### src/rtl/bpu_dyn.sv
// Fetch-stage branch predictor: pre-decodes JAL/Bxx, predicts direction (static BTFN or 2-bit PHT),
// issues a registered redirect and discards wrong-path fetch responses after a taken prediction or flush.
module bpu_dyn #(
  parameter int ADDR_W    = 32,
  parameter int PHT_ENTRY = 64,
  parameter int MODE      = 1,
  parameter int MAX_OUTST = 2,
  parameter int CNT_INIT  = 1
) (
  input  logic              clk,
  input  logic              rst,
  input  logic [ADDR_W-1:0] pc_i,
  input  logic [31:0]       ins_i,
  input  logic              req_vld_i,
  input  logic              req_rdy_i,
  input  logic              rsp_vld_i,
  output logic              rsp_rdy_o,
  output logic              rsp_vld_o,
  input  logic              rsp_rdy_i,
  output logic              prdt_taken_o,
  output logic              redirect_o,
  output logic [ADDR_W-1:0] redirect_pc_o,
  input  logic              flush_i,
  input  logic              upd_vld_i,
  input  logic [ADDR_W-1:0] upd_pc_i,
  input  logic              upd_taken_i
);
  localparam int IDX_W = $clog2(PHT_ENTRY);
  localparam int CNT_W = $clog2(MAX_OUTST + 1);
  localparam logic [6:0] OP_JAL = 7'b1101111;
  localparam logic [6:0] OP_BXX = 7'b1100011;

  function automatic logic [1:0] sat_upd(input logic [1:0] cnt, input logic taken);
    if (taken) return (cnt == 2'b11) ? cnt : cnt + 2'b01;
    else       return (cnt == 2'b00) ? cnt : cnt - 2'b01;
  endfunction

  logic                     is_jal, is_bxx, dir, pred;
  logic signed [ADDR_W-1:0] j_imm, b_imm, imm;
  logic [ADDR_W-1:0]        target;
  logic                     req_fire, rsp_fire, drop, drop_pend, taken_acc;
  logic [CNT_W-1:0]         out_cnt, out_nxt, drop_cnt;
  logic                     redirect_p1;
  logic [ADDR_W-1:0]        redirect_pc_p1;
  logic                     unused_upd;

  // p0: decode, target and direction for the response currently on the bus
  assign is_jal = (ins_i[6:0] == OP_JAL);
  assign is_bxx = (ins_i[6:0] == OP_BXX);
  assign j_imm  = {{(ADDR_W-20){ins_i[31]}}, ins_i[19:12], ins_i[20], ins_i[30:21], 1'b0};
  assign b_imm  = {{(ADDR_W-12){ins_i[31]}}, ins_i[7], ins_i[30:25], ins_i[11:8], 1'b0};
  assign imm    = is_jal ? j_imm : b_imm;
  assign target = pc_i + $unsigned(imm);

  generate
    if (MODE == 1) begin : g_pht
      logic [1:0]       pht [PHT_ENTRY];
      logic [IDX_W-1:0] rd_idx, wr_idx;
      assign rd_idx = pc_i[IDX_W+1:2];
      assign wr_idx = upd_pc_i[IDX_W+1:2];
      assign dir    = pht[rd_idx][1];
      assign unused_upd = ^{upd_pc_i[ADDR_W-1:IDX_W+2], upd_pc_i[1:0]};

      always_ff @(posedge clk) begin
        if (rst) begin
          for (int i = 0; i < PHT_ENTRY; i++) pht[i] <= CNT_INIT[1:0];
        end else if (upd_vld_i) begin
          pht[wr_idx] <= sat_upd(pht[wr_idx], upd_taken_i);
        end
      end
    end else begin : g_btfn
      assign dir        = ins_i[31];
      assign unused_upd = ^{upd_vld_i, upd_taken_i, upd_pc_i};
    end
  endgenerate

  assign pred = is_jal | (is_bxx & dir);

  // Handshake passthrough; wrong-path responses are swallowed with ready held high
  assign drop_pend    = (drop_cnt != '0);
  assign drop         = flush_i | drop_pend;
  assign rsp_vld_o    = rsp_vld_i & ~drop;
  assign rsp_rdy_o    = drop ? 1'b1 : rsp_rdy_i;
  assign prdt_taken_o = rsp_vld_o & pred;

  assign req_fire  = req_vld_i & req_rdy_i;
  assign rsp_fire  = rsp_vld_i & rsp_rdy_o;
  assign taken_acc = rsp_vld_o & rsp_rdy_i & pred & ~flush_i;

  always_comb begin
    out_nxt = out_cnt;
    case ({req_fire, rsp_fire})
      2'b10:   out_nxt = out_cnt + CNT_W'(1);
      2'b01:   out_nxt = out_cnt - CNT_W'(1);
      default: out_nxt = out_cnt;
    endcase
  end

  // p1: redirect register and in-flight / drop bookkeeping
  always_ff @(posedge clk) begin
    if (rst) begin
      out_cnt        <= '0;
      drop_cnt       <= '0;
      redirect_p1    <= 1'b0;
      redirect_pc_p1 <= '0;
    end else begin
      out_cnt     <= out_nxt;
      redirect_p1 <= taken_acc;
      if (taken_acc) redirect_pc_p1 <= target;
      if (flush_i)
        drop_cnt <= out_cnt - CNT_W'(rsp_vld_i);
      else if (taken_acc)
        drop_cnt <= out_cnt - CNT_W'(1) + CNT_W'(req_fire);
      else if (drop_pend && rsp_vld_i)
        drop_cnt <= drop_cnt - CNT_W'(1);
    end
  end

  assign redirect_o    = redirect_p1;
  assign redirect_pc_o = redirect_pc_p1;

  a_no_overflow: assert property (@(posedge clk) disable iff (rst)
    !(req_fire && !rsp_fire && out_cnt == CNT_W'(MAX_OUTST)));
  a_no_underflow: assert property (@(posedge clk) disable iff (rst)
    !(rsp_fire && !req_fire && out_cnt == '0));
endmodule

### config.mk
export PLATFORM = sky130hd
export DESIGN_NAME = bpu_dyn
export DESIGN_NICKNAME = d
export VERILOG_FILES = /design/src/rtl/bpu_dyn.sv
export SDC_FILE = /design/constraint.sdc
export NUM_CORES = 1
export LEC_CHECK = 0
export BUFFER_PORTS_ARGS = -buffer_cell sky130_fd_sc_hd__buf_2
export CAP_MARGIN = 5
export CORE_MARGIN = 2
export CORE_UTILIZATION = 36
export DETAILED_ROUTE_END_ITERATION = 16
export PLACE_DENSITY = 0.59
export SLEW_MARGIN = 5
export SYNTH_ARGS = -nofsm -noshare
export SYNTH_HDL_FRONTEND = slang
export SYNTH_SLANG_ARGS = --single-unit
### constraint.sdc
create_clock -name clk -period 4.23 [get_ports clk]
set_clock_uncertainty 0.15 [all_clocks]
set_input_delay 0.423 -clock clk [delete_from_list [all_inputs] [get_ports clk]]
set_output_delay 0.423 -clock clk [all_outputs]
set_load 0.02 [all_outputs]
# Word-level counts from Yosys, hierarchy flattened
# Memories as Yosys holds them, arrays and structs flattened.
# Index checks and enable logic that the tools add are counted.
# totals
ff_bits,37
memories,1
latchBits,0
rom_bits,0
ramBits,128
wordCells,55
# classes
n_eq_ne,5
order_cmp,0
n_addsub,8
shifts,0
div_mod_pow,0
mux,19
multipliers,0
n_reduce_logical,6
bitwise,12
# mem_list
name,depth,width,read_ports,rd_clocked_by_memory_dff,write_ports,line,source
g_pht.pht,64,2,2,0,64,57,logic [1:0] pht [PHT_ENTRY];
# ops
operator,n
32-bit adder,1
20-bit 2-to-1 mux,1
2-bit 2-to-1 mux,9
7-bit equality test (second input constant),2
1-bit AND,8
1-bit 2-to-1 mux,7
6-bit 2-to-1 mux,1
2-bit by 1-bit subtractor with 2-bit output (second input constant),3
2-bit by 1-bit adder with 2-bit output (second input constant),2
2-bit equality test (second input constant),2
2-bit case mux with 2 select lines,1
2-bit nonzero test,2
3-bit nonzero test,1
2-bit by 1-bit adder with 2-bit output,1
2-bit by 1-bit equality test with 1-bit output (second input constant),1
2-bit zero test,1
1-bit inverter,2
1-bit bitwise OR,2
2-bit OR reduction,1
2-bit by 1-bit subtractor with 2-bit output,1
1-bit logical AND,1

# Depth between registers and ports, before layout
# logic_depth
depth_word,9
depth_mapped,14

# Worst setup path after synthesis
# OpenSTA, ideal clock, no wires.
# synth_path
path_type,input-to-reg
startpoint,in ins_i[4]
endpoint,reg redirect_pc_p1[31] (netlist: redirect_pc_o[31])
setup_ns,0.101
path_slack_ns,0.197
path_stages,13
t_arrival_ns,3.782
cell_sequence,nand2b_1 > nor3_1 > clkbuf_1 > mux2_2 > ha_1 > o21a_1 > o31a_1 > o21a_1 > a32oi_1 > a21oi_1 > a21oi_1 > mux2i_1 > o41ai_1
# synth_between
elab_chain_len,5
word_cells_on_any_way,8
cone_classes,add/sub (1); eq/ne (2); mux (1); bitwise (4)
# synth_rtl
item,line,source
start: declaration,13,"input logic [31:0] ins_i,"
"parallel branches: the longest is 5 deep, another holds 32-bit adder",-,
end signal: assignment,109,if (taken_acc) redirect_pc_p1 <= target;
end: declaration,44,logic [ADDR_W-1:0] redirect_pc_p1;
# Several ways; the timed one is not identified.
# A chain may end at the register's enable or synchronous reset.

# Worst setup path in the final report
# Ends and elaborated chain as after synthesis.

==> metrics.md <==
| Metric | Value |
|---|---|
| Worst Path Arrival | `3.69 ns` |
| Largest net degree at the start of global routing | `53` |
| Vias in the first global route | `8121` |
| Post-synth EDFFs | `128` |
| Share of layout cells above drive strength 1 | `19.9%` |
| Worst setup margin | `0.719 ns` |
| Die Wd | `173 um` |
| Final-report hold violation count | `0` |
| Async set-reset flop share out of synthesis | `0%` |
| Register bit total from synthesis | `165` |
| Max Slew Vio Count | `0` |
| CTS H-Tree Depth | `4` |
| Min-delay src | `pc_i[0]` |
| Netlist cell types | `67` |
| TritonCTS buffer count | `17` |
| Layout area overhead | `15.5%` |
| Starting Density | `36.7%` |
| Clock root cell | `clkbuf_16` |
| Reg-to-reg critical path endpoint | `g_pht.pht[46][1]` |
| Lkg Pwr | `4.31 nW` |
| DR pass1 iterations | `7` |
| Initial drt markers | `912` |
| Post-Syn Area | `10200 um2` |
| Worst-margin pin slew | `0.882 ns` |
| Die H | `173 um` |
| Worst EP required | `4.41 ns` |
| Ports | `141` |
| Post-layout util | `42.4%` |
| Status | `complete, no violations` |
| Total wire length | `29300 um` |
| Post-Route Setup TNS | `0 ns` |
| Pint | `2.90 mW` |
| PortBufs | `114` |
| DRC | `0` |
| Vias per cell | `5.57` |
| Post-DRT Antenna Nets | `0` |
| CTS tree | `built` |
| Postcts setup bufs | `0` |
| Max FO, Critical Path | `11` |
| CP startpoint kind | `input port` |
| Register area share after synthesis | `44.8%` |
| Reg clk slew, reported paths | `0.07 ns` |
| First-pass GRT wire length | `45700 um` |
| Setup violators final | `0` |
| Worst R2R Path Depth | `8` |
| Max-cap violations | `0` |
| Final Critical Period | `3.51 ns` |
| Avg WL per Cell | `19.0 um` |
| Antenna violations before repair | `1` |
| Synthesized Nets | `1209` |
| Clock group share of total power | `37.0%` |
| Gr busiest metal | `met2` |
| Peak supply drop | `275 uV` |
| Overflow after GRT | `0` |
| GRT met1 Usage | `26.6%` |
| Unrepaired setup endpoints after global routing | `false` |
| Die Area | `29800 um2` |
| Slew margin rel. | `41.2%` |
| Crit end category | `register` |
| F_max | `285 MHz` |
| Avg Inst Size Synth | `9.59 um2` |
| Kind of critical path | `in -> reg` |
| Cells after synthesis | `1067` |
| HP Class | `in -> reg` |
| Vias after detailed routing | `8605` |
| Top FF cell, synth | `edfxtp_1` |
| Diodes inserted | `0` |
| HPWL after DPL | `21300 um` |
| Sequential power share | `44.3%` |
| Reg-to-reg startpoint | `g_pht.pht[14][1]` |
| Grt met3 use | `3.74%` |
| Register Area | `4580 um2` |
| Row cnt | `61` |
| Global-route met2 utilization | `31.9%` |
| GPL Wtd Cong | `0.868` |
| Core Area | `27900 um2` |
| R2R setup slack | `1.03 ns` |
| Nets | `1297` |
| Sw Pwr | `1.17 mW` |
| Sw Share | `28.7%` |
| TritonCTS Sinks | `165` |
| Worst-Skew Late Latency | `0.43 ns` |
| Post-CTS Hold Buffers | `0` |
| Layout fillers | `2704` |
| Worst Hold Depth | `3` |
| Tot GR Track Use | `19.6%` |
| Hold endpoint | `redirect_pc_o[0]` |
| Final period util | `83.0%` |
| Power Density | `345 nW/um2` |
| Yosys Warn Count | `0` |
| PostCTS Resize Cnt | `0` |
| Setup slack at placement | `0.292 ns` |
| Maximum clock path buffer count | `2` |
| Multi-input logic area | `5230 um2` |
| Combinational share of power | `18.7%` |
-- sequential cells by signal, summed over array words and instances (netlist names) --
name           count
redirect_o         1
drop_cnt           2
redirect_pc_o     32
g_pht.pht        128
out_cnt            2
-- critical path: stages --
cell      delay (ns)
buf_2           0.09
nand2b_1        0.16
nor3_2          0.26
buf_12          0.16
mux2_2          0.33
ha_1            0.24
inv_1           0.08
fa_1            0.21
nor2b_1         0.07
o31a_1          0.30
o21a_1          0.26
a32oi_1         0.22
buf_4           0.17
a21oi_1         0.09
a21oi_1         0.24
mux2i_1         0.11
o41ai_1         0.28
-- layer usage --
metal	routed length (um)	share of wire (%)
met3	1880	6.4
met2	13700	47
met5	9	0.031
met4	487	1.7
met1	13300	45
-- area by class of cell --
cell class | instances | area share, %
inverter | 18 | 0.572
timing repair buffer | 147 | 7.56
sequential | 165 | 38.8
multi-input combinational | 806 | 44.3
clock buffer | 20 | 4.05
clock inverter | 12 | 0.752
tap | 378 | 4.00
-- power groups by stage --
stage	clock, mW	combinational [mW]	sequential [mW]
after detailed placement	0	0.755	1.84
after CTS	1.53	0.757	1.80
after global placement	0	0.749	1.84
after global routing	1.58	0.830	1.81
after floorplan	0	0.521	1.83
final	1.51	0.760	1.80
-- logic make-up (layout without fill, tap and decap cells) --
kind of cell               after synthesis  count (layout)  share of synthesized area, %
and+or+nand+nor                        457             457                          19.9
AOI/OAI and AO/OA                      217             217                          14.0
DFF                                    165             165                          44.8
buffers and inverters                   96             197                          4.35
muxes                                   67              67                          9.92
adders and majority gates               39              39                          4.81
xor gates and xnor gates                26              26                          2.23
-- how the worst max path moves through the flow --
stage,from,endpoint,slack [ns],cells after the start
global placement,ins_i[4],redirect_pc_o[31],0.32,17
global route,ins_i[4],redirect_pc_o[30],0.48,16
CTS,ins_i[4],redirect_pc_o[31],0.73,17
detailed placement,ins_i[4],redirect_pc_o[31],0.29,17
finish,ins_i[4],redirect_pc_o[31],0.72,17
floorplan,ins_i[4],redirect_pc_o[31],0.20,13
-- Yosys cell counts (4+ instances only) --
| cell | number | area (um2) |
|---|---|---|
| nand2_1 | 187 | 702 |
| edfxtp_1 | 128 | 3840 |
| nor2_1 | 107 | 402 |
| a21oi_1 | 60 | 300 |
| o21ai_0 | 49 | 245 |
| nor3_1 | 47 | 235 |
| nand3_1 | 46 | 230 |
| clkbuf_1 | 42 | 158 |
| dfxtp_1 | 37 | 741 |
| ha_1 | 36 | 450 |
| buf_2 | 26 | 130 |
| mux2i_1 | 26 | 260 |
| mux4_2 | 26 | 586 |
| a21o_1 | 17 | 128 |
| inv_1 | 17 | 63.8 |
| mux2_2 | 15 | 169 |
| xnor2_1 | 14 | 123 |
| xor2_1 | 12 | 105 |
| a221oi_1 | 11 | 96.3 |
| a22oi_1 | 11 | 82.6 |
| nor2b_1 | 11 | 68.8 |
| nand3b_1 | 9 | 67.6 |
| and2_1 | 8 | 50.1 |
| nor3b_1 | 8 | 60.1 |
| and3_1 | 7 | 43.8 |
| nand2b_1 | 7 | 43.8 |
| o211ai_1 | 7 | 52.6 |
| or3_1 | 7 | 43.8 |
| a211oi_1 | 6 | 45.0 |
| buf_6 | 6 | 67.6 |
| o22ai_1 | 6 | 37.5 |
| a22o_1 | 5 | 43.8 |
| a2bb2oi_1 | 5 | 43.8 |
| a31oi_1 | 5 | 31.3 |
| o21a_1 | 5 | 37.5 |
| nor4_1 | 4 | 25.0 |
| o31ai_1 | 4 | 30.0 |
-- per-stage QoR --
step           power (mW)  hold slack, ns  std cells  cell area, um2
6_report             4.07          0.0787       1546           11800
5_1_grt              4.22          0.0752       1546           11800
4_1_cts              4.09          0.0646       1546           11800
3_5_place_dp         2.59           0.293       1514           11200
3_3_place_gp         2.59           0.287       1514           11200
2_1_floorplan        2.35           0.344       1067           10200
-- cell usage in the layout, fill, tap and decap left out, types with 26 or more instances in the layout --
master,instances
a21oi_1,60
buf_2,114
buf_4,27
dfxtp_1,37
edfxtp_1,128
ha_1,36
mux2i_1,26
mux4_2,26
nand2_1,187
nand3_1,46
nor2_1,106
nor3_1,45
o21ai_0,49
Note: power is estimated with default switching activity, not from simulation.
